--- src/rtl/led_cmd_pkg.sv ---
`default_nettype none
// ============================================================================
// Module      : led_cmd_pkg
// Description : Shared opcodes, mode/state encodings and helpers for the LED
//               command sequencer.
// Revision    : 1.0 - initial release
// ============================================================================
package led_cmd_pkg;

    localparam logic [3:0] OP_SET    = 4'h0;
    localparam logic [3:0] OP_BLINK  = 4'h1;
    localparam logic [3:0] OP_CHASE  = 4'h2;
    localparam logic [7:0] OP_PERIOD = 8'hA0;
    localparam logic [7:0] OP_CLRERR = 8'hF0;

    localparam logic [7:0] RESET_PERIOD = 8'd15;

    typedef enum logic {
        STATIC = 1'b0,
        CHASE  = 1'b1
    } mode_e;

    typedef enum logic {
        IDLE = 1'b0,
        ARG  = 1'b1
    } state_e;

    // One step of the chase pattern: rotate left by one LED.
    function automatic logic [3:0] rotl4(input logic [3:0] v);
        return {v[2:0], v[3]};
    endfunction

endpackage
`default_nettype wire

--- src/rtl/led_cmd_ctrl_tick_gen.sv ---
`default_nettype none
// ============================================================================
// Module      : tick_gen
// Description : Prescaler plus period divider; one-cycle tick every
//               (period+1)*2^PRESC_W clocks, restartable.
// Revision    : 1.0 - initial release
// ============================================================================
module tick_gen #(
    parameter int PRESC_W = 16
) (
    input  logic       clk,
    input  logic       rst,
    input  logic       restart,
    input  logic [7:0] period,
    output logic       tick
);

    logic [PRESC_W-1:0] r_presc;
    logic [7:0]         r_div;
    logic               w_presc_wrap;

    assign w_presc_wrap = &r_presc;
    // Divider never exceeds period because period only changes together with restart.
    assign tick         = w_presc_wrap && (r_div == period);

    always_ff @(posedge clk) begin
        if (rst || restart) begin
            r_presc <= '0;
            r_div   <= 8'd0;
        end else begin
            r_presc <= r_presc + 1'b1;
            if (w_presc_wrap) begin
                r_div <= tick ? 8'd0 : r_div + 8'd1;
            end
        end
    end

endmodule
`default_nettype wire

--- src/rtl/led_cmd_ctrl.sv ---
`default_nettype none
// ============================================================================
// Module      : led_cmd_ctrl
// Description : SPI-fed LED command sequencer: static/blink/chase modes with a
//               programmable tick, argument timeout and sticky error flag.
// Revision    : 1.0 - initial release
// ============================================================================
module led_cmd_ctrl
    import led_cmd_pkg::*;
#(
    parameter int PRESC_W        = 16,
    parameter int TIMEOUT_CYCLES = 1000000
) (
    input  logic       clk,
    input  logic       rst,
    input  logic [7:0] cmd,
    input  logic       cmd_valid,
    output logic [3:0] led,
    output logic       busy,
    output logic       err
);

    localparam int              c_TO_W    = (TIMEOUT_CYCLES > 1) ? $clog2(TIMEOUT_CYCLES) : 1;
    localparam logic [c_TO_W-1:0] c_TO_LAST = c_TO_W'(TIMEOUT_CYCLES - 1);

    localparam logic [0:0] c_IDLE = IDLE;
    localparam logic [0:0] c_ARG  = ARG;

    logic [0:0]        r_state;
    mode_e             r_mode;
    logic [3:0]        r_led_reg;
    logic [3:0]        r_mask;
    logic [3:0]        r_chase;
    logic [7:0]        r_period;
    logic              r_phase;
    logic              r_err;
    logic [c_TO_W-1:0] r_to_cnt;
    logic [3:0]        r_led;
    logic              r_busy;

    logic [0:0]        w_state_nxt;
    mode_e             w_mode_nxt;
    logic [3:0]        w_led_reg_nxt;
    logic [3:0]        w_mask_nxt;
    logic [3:0]        w_chase_nxt;
    logic [7:0]        w_period_nxt;
    logic              w_phase_nxt;
    logic              w_err_nxt;
    logic [c_TO_W-1:0] w_to_nxt;
    logic [3:0]        w_led_nxt;
    logic              w_restart;
    logic              w_load;
    logic              w_tick;

    tick_gen #(
        .PRESC_W (PRESC_W)
    ) u_tick_gen (
        .clk     (clk),
        .rst     (rst),
        .restart (w_restart),
        .period  (r_period),
        .tick    (w_tick)
    );

    always_comb begin
        w_state_nxt   = r_state;
        w_mode_nxt    = r_mode;
        w_led_reg_nxt = r_led_reg;
        w_mask_nxt    = r_mask;
        w_chase_nxt   = r_chase;
        w_period_nxt  = r_period;
        w_err_nxt     = r_err;
        w_to_nxt      = r_to_cnt;
        w_restart     = 1'b0;
        w_load        = 1'b0;

        case (r_state)
            c_IDLE: begin
                if (cmd_valid) begin
                    if (cmd == OP_PERIOD) begin
                        w_state_nxt = c_ARG;
                        w_to_nxt    = '0;
                    end else if (cmd == OP_CLRERR) begin
                        w_err_nxt = 1'b0;
                    end else begin
                        case (cmd[7:4])
                            OP_SET: begin
                                w_mode_nxt    = STATIC;
                                w_led_reg_nxt = cmd[3:0];
                                w_mask_nxt    = 4'h0;
                                w_load        = 1'b1;
                            end
                            OP_BLINK: begin
                                w_mode_nxt = STATIC;
                                w_mask_nxt = cmd[3:0];
                                w_load     = 1'b1;
                            end
                            OP_CHASE: begin
                                w_mode_nxt  = CHASE;
                                w_chase_nxt = 4'b0001;
                                w_load      = 1'b1;
                            end
                            default: w_err_nxt = 1'b1;
                        endcase
                    end
                end
            end
            c_ARG: begin
                // Any strobed byte is the argument, even one that looks like an opcode.
                if (cmd_valid) begin
                    w_period_nxt = cmd;
                    w_restart    = 1'b1;
                    w_state_nxt  = c_IDLE;
                end else if (r_to_cnt == c_TO_LAST) begin
                    w_err_nxt   = 1'b1;
                    w_state_nxt = c_IDLE;
                end else begin
                    w_to_nxt = r_to_cnt + 1'b1;
                end
            end
            default: w_state_nxt = c_IDLE;
        endcase

        w_phase_nxt = r_phase ^ w_tick;
        // A freshly loaded pattern wins over the rotate of a coincident tick.
        if (w_tick && (r_mode == CHASE) && !w_load) begin
            w_chase_nxt = rotl4(r_chase);
        end

        if (w_mode_nxt == CHASE) begin
            w_led_nxt = w_chase_nxt;
        end else begin
            w_led_nxt = w_led_reg_nxt ^ (w_mask_nxt & {4{w_phase_nxt}});
        end
    end

    always_ff @(posedge clk) begin
        if (rst) begin
            r_state   <= c_IDLE;
            r_mode    <= STATIC;
            r_led_reg <= 4'h0;
            r_mask    <= 4'h0;
            r_chase   <= 4'b0001;
            r_period  <= RESET_PERIOD;
            r_phase   <= 1'b0;
            r_err     <= 1'b0;
            r_to_cnt  <= '0;
            r_led     <= 4'h0;
            r_busy    <= 1'b0;
        end else begin
            r_state   <= w_state_nxt;
            r_mode    <= w_mode_nxt;
            r_led_reg <= w_led_reg_nxt;
            r_mask    <= w_mask_nxt;
            r_chase   <= w_chase_nxt;
            r_period  <= w_period_nxt;
            r_phase   <= w_phase_nxt;
            r_err     <= w_err_nxt;
            r_to_cnt  <= w_to_nxt;
            r_led     <= w_led_nxt;
            r_busy    <= (w_state_nxt == c_ARG);
        end
    end

    assign led  = r_led;
    assign busy = r_busy;
    assign err  = r_err;

endmodule
`default_nettype wire

--- config.mk ---
export PLATFORM = sky130hd
export DESIGN_NAME = led_cmd_ctrl
export DESIGN_NICKNAME = d
export VERILOG_FILES = /design/src/rtl/led_cmd_pkg.sv /design/src/rtl/led_cmd_ctrl_tick_gen.sv /design/src/rtl/led_cmd_ctrl.sv
export SDC_FILE = /design/constraint.sdc
export NUM_CORES = 1
export LEC_CHECK = 0
export ABC_AREA = 1
export CAP_MARGIN = 20
export CORE_ASPECT_RATIO = 1.2
export CORE_MARGIN = 2
export CORE_UTILIZATION = 55
export DETAILED_ROUTE_END_ITERATION = 7
export PLACE_DENSITY = 0.88
export SETUP_SLACK_MARGIN = 0.4
export SLEW_MARGIN = 5
export SYNTH_ARGS = -nofsm -noshare
export SYNTH_HDL_FRONTEND = slang
export SYNTH_SLANG_ARGS = --single-unit
export TNS_END_PERCENT = 100
--- constraint.sdc ---
create_clock -name clk -period 1.75 [get_ports clk]
set_clock_uncertainty 0.2 [all_clocks]
set_input_delay 0.2625 -clock clk [delete_from_list [all_inputs] [get_ports clk]]
set_output_delay 0.2625 -clock clk [all_outputs]
set_load 0.01 [all_outputs]
==> impl_metrics.yaml, run 1 <==
grt:
  grt_util_all_layers: 0.715
  grt_overflow: 133
  grt_max_degree: 22
place:
  dp_hpwl_mm: 8.91
  io_buffers: 16
  place_area_um2: 5180
  pre_cts_slack_ps: -536
  gp_congestion: 1.05
clock_network:
  clock_path_buffers: 2
  numCtsBuffers: 9
  cts_sinks: 72
  cts-root-buf: "clkbuf_8"
  ctsHtreeMaxLevel: 3
synthesis:
  syn_area_um2: 4100
  synth_nets: 647
  netlist_instances: 632
  ys_warn_count: 0
  synth_seq_area_share: 0.352
  ys_ff_latch: 72
  synth.distinct_cells: 34
  syn_avg_cell_area_um2: 6.49
status:
  error: "[ERROR GRT-0232] Routing congestion too high. Check the congestion heatmap in the GUI."
  status: "aborted with a tool error"
  stop_stage: "global routing (5_1_grt)"
floorplan:
  num_rows: 34
  die_y_um: 98.6
  die_x_um: 82.8
  initial_core_util: 0.567
  io_pins: 17
sta:
  worstEndpointType: "register input"
  postGrtWorstEndpoint: "u_tick_gen.r_div[7]$_SDFFE_PP0P_/D"
-- cells in the mapped netlist (all sizes together) --
| master | instances | share of area |
|---|---|---|
| clkbuf | 8 | 0.0076 |
| ha | 4 | 0.012 |
| inv | 81 | 0.074 |
| o31ai | 1 | 0.0018 |
| xor2 | 12 | 0.026 |
| nor3 | 20 | 0.033 |
| a31oi | 3 | 0.0046 |
| nand2 | 192 | 0.18 |
| o21ai | 24 | 0.029 |
| a211oi | 2 | 0.0037 |
| nand4 | 16 | 0.026 |
| nor3b | 4 | 0.0073 |
| xnor2 | 2 | 0.0043 |
| dfxtp | 72 | 0.35 |
| o21a | 2 | 0.0037 |
| buf | 8 | 0.015 |
| nor4 | 2 | 0.0067 |
| a21oi | 50 | 0.061 |
| clkinv | 1 | 0.00091 |
| nand3 | 50 | 0.072 |
| nor2 | 78 | 0.082 |
-- stage by stage --
| step | hold slack (ps) | instances | util | setup TNS (ps) |
|---|---|---|---|---|
| 4_1_cts | 76.4 | 880 | 0.863 | -1610 |
| 3_3_place_gp | 269 | 823 | 0.716 | -14870 |
| 2_1_floorplan | 189 | 632 | - | 0 |
| 3_5_place_dp | 272 | 823 | 0.716 | -18320 |
-- metal layers --
layer,global-route usage,GRT overflow
met1,0.663,3
met4,0.865,56
met3,0.437,0
met2,0.981,74
met5,0,0
-- logic make-up after synthesis --
| group | synth area share |
|---|---|
| fa+ha+maj | 0.0122 |
| simple gates | 0.404 |
| flops | 0.352 |
| xor+xnor | 0.0299 |
| compound gates | 0.104 |
| buf+inv | 0.0980 |
-- what timing repair did --
action,4_1_cts
resized for setup,192
pin swaps,35
cloned,2
setup endpoints to repair,78
buffers inserted,39
hold buffers,0
==> inputs of run 2 (changes only) <==
Settings changed: CORE_ASPECT_RATIO 1.2 to not set, CORE_UTILIZATION 55 to 40, PLACE_DENSITY 0.88 to not set, PLACE_DENSITY_LB_ADDON set to 0.15, SETUP_SLACK_MARGIN 0.4 to not set.
Clock period 1.75 ns to 2.27 ns, I/O delays scaled along.
==> run 2 against run 1 <==
  * The flow now finishes without violations
  * Synthesized cell count unchanged
  * Synthesized area is the same
==> impl_metrics.yaml, run 2 <==
final_layout:
  regMostFlops: "r_to_cnt"
  largest_register_ffs: 20
  layout_commonest_cell: "nand2_1"
  antenna_cells: 0
  final_core_util: 0.486
  fin_cells: 811
  nFillCells: 992
  largestRegisters: "r_to_cnt: 20 flops, u_tick_gen.r_presc: 16 flops"
  drive_gt1_frac: 0.124
  nets: 688
  syn_to_final_growth_pct: 17.0
  layout_common_cells: "nand2_1 (185), inv_1 (74), dfxtp_1 (72)"
pwr:
  power_mw: 2.50
  powerDensity_nw_per_um2: 521
  p_leak_nw: 1.92
  ir_drop_uv: 288
synthesis:
  synthFlopType: "dfxtp_1"
  synth_seq_area_share: 0.352
  syn_area_um2: 4100
  ys_warn_count: 0
  synth_area_leaders: "dfxtp_1 (35%), nand2_1 (17%), inv_1 (6.8%)"
  synth.distinct_cells: 34
  synth_common_cells: "nand2_1 (189), inv_1 (74), dfxtp_1 (72)"
  synth_top_family_by_area: "simple AND/OR/NAND/NOR gates"
  synth_edf_count: 0
  async_flop_share: 0
  yosys.area_share.simple: 0.404
  synth_top_area_cell: "dfxtp_1"
  synth_nets: 647
  netlist_instances: 632
  synth_xor_area_frac: 0.0299
  yosysMostFrequentCell: "nand2_1"
  synth.area.mux_share: 0
  synth_compound_area_frac: 0.104
  syn_avg_cell_area_um2: 6.49
  ys_ff_latch: 72
  synth.top_cell.area_share: 0.352
  synth_fa_ha_area_frac: 0.0122
critical_path:
  start_kind: "register"
  arrival_ps: 2210
  crit_fanout: 5
  worstPathRequired_ps: 2370
  crit_path_end_kind: "register"
  crit_type: "reg -> reg"
floorplan:
  num_rows: 36
  fp.dieArea_um2: 11100
  die_y_um: 105
  initial_core_util: 0.416
  io_pins: 17
  die_x_um: 105
  coreArea_um2: 9860
grt:
  grt_pass1_wl_mm: 16.7
  antenna_found_initial: 0
  grt_pass1_vias: 3711
  grt_util_all_layers: 0.186
  grt_overflow: 0
  grt_max_degree: 25
detailed_routing:
  wl_met3_um: 321
  routedWlPerCell_um: 12.4
  drt_iter0_markers: 182
  vias_per_cell: 4.91
  wl_mm: 10.0
  routed-wl-met2_mm: 4.47
  num_vias: 3979
  dr.pass1.iters: 4
  drc: 0
  met1Wirelength_mm: 5.06
  drtAntennaViolNets: 0
  top_layer: "met4"
clock_network:
  ctsHtreeMaxLevel: 3
  cts-root-buf: "clkbuf_8"
  cts_tree: "built"
  cts.reportedPaths.clkPinSlew_ps: 80
  cts_sinks: 72
  numCtsBuffers: 9
  clock_path_buffers: 2
  clkLatencyLatePin_ps: 360
sta:
  slew_headroom: 0.718
  finalSetupViolCount: 0
  period_share: 0.928
  fin_crit_ps: 2110
  setup_ws_ps: 163
  fin_hold_ws_ps: 262
  worstMarginPinSlew_ps: 420
  slew_viol_final: 0
  max_freq_mhz: 475
  hold_violations: 0
worst_hold_path:
  hold_class: "reg -> reg"
place:
  pre_cts_slack_ps: -79.8
  gp_congestion: 0.861
  io_buffers: 16
  dpl.cell_count: 791
  dp_hpwl_mm: 7.39
status:
  status: "complete, no violations"
flow_run:
  max-cap-violations: 0
-- run 2: per-stage QoR --
stage / cell area [um2] / setup TNS, ps
CTS: 4750 / 0
finish: 4800 / 0
global placement: 4540 / -117
floorplan: 4100 / 0
global route: 4800 / -37.1
detailed placement: 4540 / -596
-- run 2: kinds of logic after synthesis --
group | after synthesis
simple gates | 362
buf+inv | 98
compound gates | 82
flops | 72
xor+xnor | 14
fa+ha+maj | 4
-- run 2: worst paths after layout --
path	startpoint	end	cells past startpoint	slack [ps]
worst min-delay path	err	err	2	260
worst max-delay path	u_tick_gen.r_presc[0]	led[1]	13	160
worst min register to register	err	err	2	260
worst max register to register	u_tick_gen.r_presc[0]	led[1]	13	160
-- run 2: where the power goes --
part | total, mW | leakage (nW) | switching, mW | internal, mW
clock | 1.07 | 0.107 | 0.498 | 0.570
sequential | 1.28 | 0.581 | 0.00706 | 1.27
combinational | 0.151 | 1.23 | 0.0878 | 0.0629
-- run 2: what timing repair did --
action | 4_1_cts | 5_1_grt
hold endpoints to repair | 0 | 0
resized for setup | 0 | 6
setup endpoints to repair | 0 | 6
setup buffers | 0 | 4
hold buffers | 0 | 0
-- run 2: cell type report --
| type | count | area (um2) | area share |
|---|---|---|---|
| clock inverter | 4 | 52.6 | 0.0110 |
| clock buffer | 12 | 155 | 0.0323 |
| timing repair buffer | 46 | 398 | 0.0829 |
| sequential | 72 | 1440 | 0.300 |
| tap | 133 | 166 | 0.0347 |
| multi-input combinational | 462 | 2280 | 0.474 |
| inverter | 82 | 308 | 0.0642 |
-- run 2: critical path: stages, from the launching register on --
cell	delay [ps]
dfxtp_1	370
ha_2	200
nand2_2	80
nor2_4	190
nand3_4	120
nor2_4	170
buf_4	140
buf_4	110
nand4_1	150
nand3_1	120
nand2_1	50
inv_1	60
nand2_1	50
inv_1	50
-- run 2: routing by layer --
| layer | track usage | vias to the layer above |
|---|---|---|
| met5 | 0 | - |
| met4 | 0.0781 | 0 |
| met3 | 0.0328 | 13 |
| met2 | 0.295 | 56 |
| met1 | 0.250 | 1803 |
| li1 | - | 2107 |
Note: power is estimated with default switching activity, not from simulation.
==> inputs of run 3 (changes only) <==
Settings changed: REMOVE_ABC_BUFFERS set to 1, SYNTH_HIERARCHICAL set to 1.
==> run 3 against run 2 <==
  * Sequential cell count did not move
  * Largest power group unchanged
  * Largest cell class unchanged
  * Design area is 3.8% lower
  * Worst hold slack got worse by 16 ps
  * Core utilization down 1.2 points
  * Critical endpoint is now led[2]
  * Power is 8.3% lower
==> impl_metrics.yaml, run 3 <==
place:
  dpl.cell_count: 779
  place_area_um2: 4440
  dp_hpwl_mm: 6.67
  pre_cts_slack_ps: 6.85
  io_buffers: 16
  gp_congestion: 0.874
critical_path:
  crit_type: "reg -> reg"
  arrival_ps: 2100
  cpPeakStageDelay_ps: 350
  r2r-end: "led[2]"
  crit_slowest_cell: "dfxtp_1"
  r2r_slack_ps: 210
  reg2regPathDepth: 13
  timing.rr.start: "u_tick_gen/r_presc[0]"
  worstPathRequired_ps: 2310
  crit_fanout: 8
  path_buf_inv: 4
  start_kind: "register"
  crit_path_cell_trace: "ha_1 -> nand2_1 -> nor2_4 -> nand4_4 -> inv_2 -> nand2_1 -> inv_2 -> xnor2_2 -> inv_2 -> nand3_1 -> nand3_1 -> nand2_1 -> inv_1"
  crit_path_end_kind: "register"
  cp_top_family: "simple AND/OR/NAND/NOR gates"
detailed_routing:
  drt_iter0_markers: 193
  drtAntennaViolNets: 0
  num_vias: 3768
  dr.pass1.iters: 4
  vias_per_cell: 4.73
  drc: 0
  wl_mm: 8.87
  routedWlPerCell_um: 11.1
floorplan:
  initial_core_util: 0.412
  die_y_um: 104
  coreArea_um2: 9730
  die_x_um: 104
  fp.dieArea_um2: 10800
  io_pins: 17
  num_rows: 36
clock_network:
  cts-root-buf: "clkbuf_8"
  clkLatencyLatePin_ps: 350
  cts_sinks: 72
  cts.reportedPaths.clkPinSlew_ps: 70
  cts_tree: "built"
  numCtsBuffers: 9
  ctsHtreeMaxLevel: 3
  clock_path_buffers: 2
sta:
  period_share: 0.909
  hold_violations: 0
  tns_ps: 0
  fin_crit_ps: 2060
  slew_headroom: 0.741
  worstMarginPinSlew_ps: 385
  finalSetupViolCount: 0
  rsz0062_at_grt: "no"
  max_freq_mhz: 485
  slew_viol_final: 0
  fin_hold_ws_ps: 246
  setup_ws_ps: 208
pwr:
  powerDensity_nw_per_um2: 496
  power_mw: 2.29
  p_leak_nw: 1.90
  ir_drop_uv: 264
synthesis:
  synth_seq_area_share: 0.360
  netlist_instances: 619
  async_flop_share: 0
  syn_avg_cell_area_um2: 6.47
  yosysMostFrequentCell: "nand2_1"
  synth_top_area_cell: "dfxtp_1"
  synth_area_leaders: "dfxtp_1 (36%), nand2_1 (18%), nor2_1 (7.3%)"
  synth_edf_count: 0
  synth.distinct_cells: 38
  synth_common_cells: "nand2_1 (187), nor2_1 (78), dfxtp_1 (72)"
  synth.top_cell.area_share: 0.360
  ys_warn_count: 6
  ys_ff_latch: 72
  synthFlopType: "dfxtp_1"
  syn_area_um2: 4010
final_layout:
  final_area_um2: 4620
  syn_to_final_growth_pct: 15.2
  nets: 673
  layout_common_cells: "nand2_1 (187), nor2_1 (78), dfxtp_1 (72)"
  antenna_cells: 0
  ff_latch_area_um2: 1440
  multi_input_area_um2: 2200
  drive_gt1_frac: 0.116
  layout_commonest_cell: "nand2_1"
  nFillCells: 1016
  largest_register_ffs: 20
  fin_cells: 796
  regMostFlops: "r_to_cnt"
  largestRegisters: "r_to_cnt: 20 flops, u_tick_gen/r_presc: 16 flops"
  final_core_util: 0.474
worst_hold_path:
  whs_path_depth: 1
  hold_class: "reg -> reg"
  min_from: "u_tick_gen/r_presc[0]"
  holdPathEnd: "u_tick_gen/r_presc[0]"
grt:
  grt_overflow: 0
  grt_util_all_layers: 0.171
  grt_max_degree: 27
  antenna_found_initial: 0
  grt_pass1_wl_mm: 15.5
  grt_pass1_vias: 3489
flow_run:
  max-cap-violations: 0
status:
  status: "complete, no violations"
## run 3: what timing repair did
item,CTS,global route
buffers inserted,0,1
hold endpoints to repair,0,0
hold buffers,0,0
setup endpoints to repair,0,5
resized for setup,0,4
## run 3: where the power goes
group | switching, mW | internal [mW] | total (mW)
clock network | 0.471 | 0.397 | 0.869
logic | 0.0827 | 0.0598 | 0.143
registers | 0.00636 | 1.27 | 1.28
## run 3: routing by layer
metal	GRT usage	vias to the layer above	wire, um
met3	0.0370	8	240
met4	0.0386	0	93
li1	-	2046	-
met1	0.229	1674	4530
met5	0	-	0
met2	0.283	40	4000
## run 3: layout make-up
type                       count  share of cell area
clock buffer                  13              0.0301
clock inverter                 3             0.00407
inverter                      79              0.0648
multi-input combinational    456               0.476
sequential                    72               0.312
tap                          133              0.0361
timing repair buffer          40              0.0764
## run 3: cell families after synthesis
| family | Yosys count | share of synthesized area |
|---|---|---|
| xor gates and xnor gates | 12 | 0.0262 |
| and+or+nand+nor | 370 | 0.412 |
| AOI/OAI and AO/OA | 70 | 0.0950 |
| DFF | 72 | 0.360 |
| adders and majority gates | 4 | 0.0125 |
| buffers and inverters | 91 | 0.0943 |
## run 3: how the worst max path moves through the flow
stage,startpoint,to,slack [ps],depth (start not counted)
global placement,cmd[0],led[3],30,12
finish,u_tick_gen/r_presc[0],led[2],210,13
CTS,u_tick_gen/r_presc[0],led[3],60,13
global route,u_tick_gen/r_presc[0],led[3],9,13
floorplan,u_tick_gen/r_presc[0],led[0],150,13
detailed placement,cmd[6],led[2],7,12
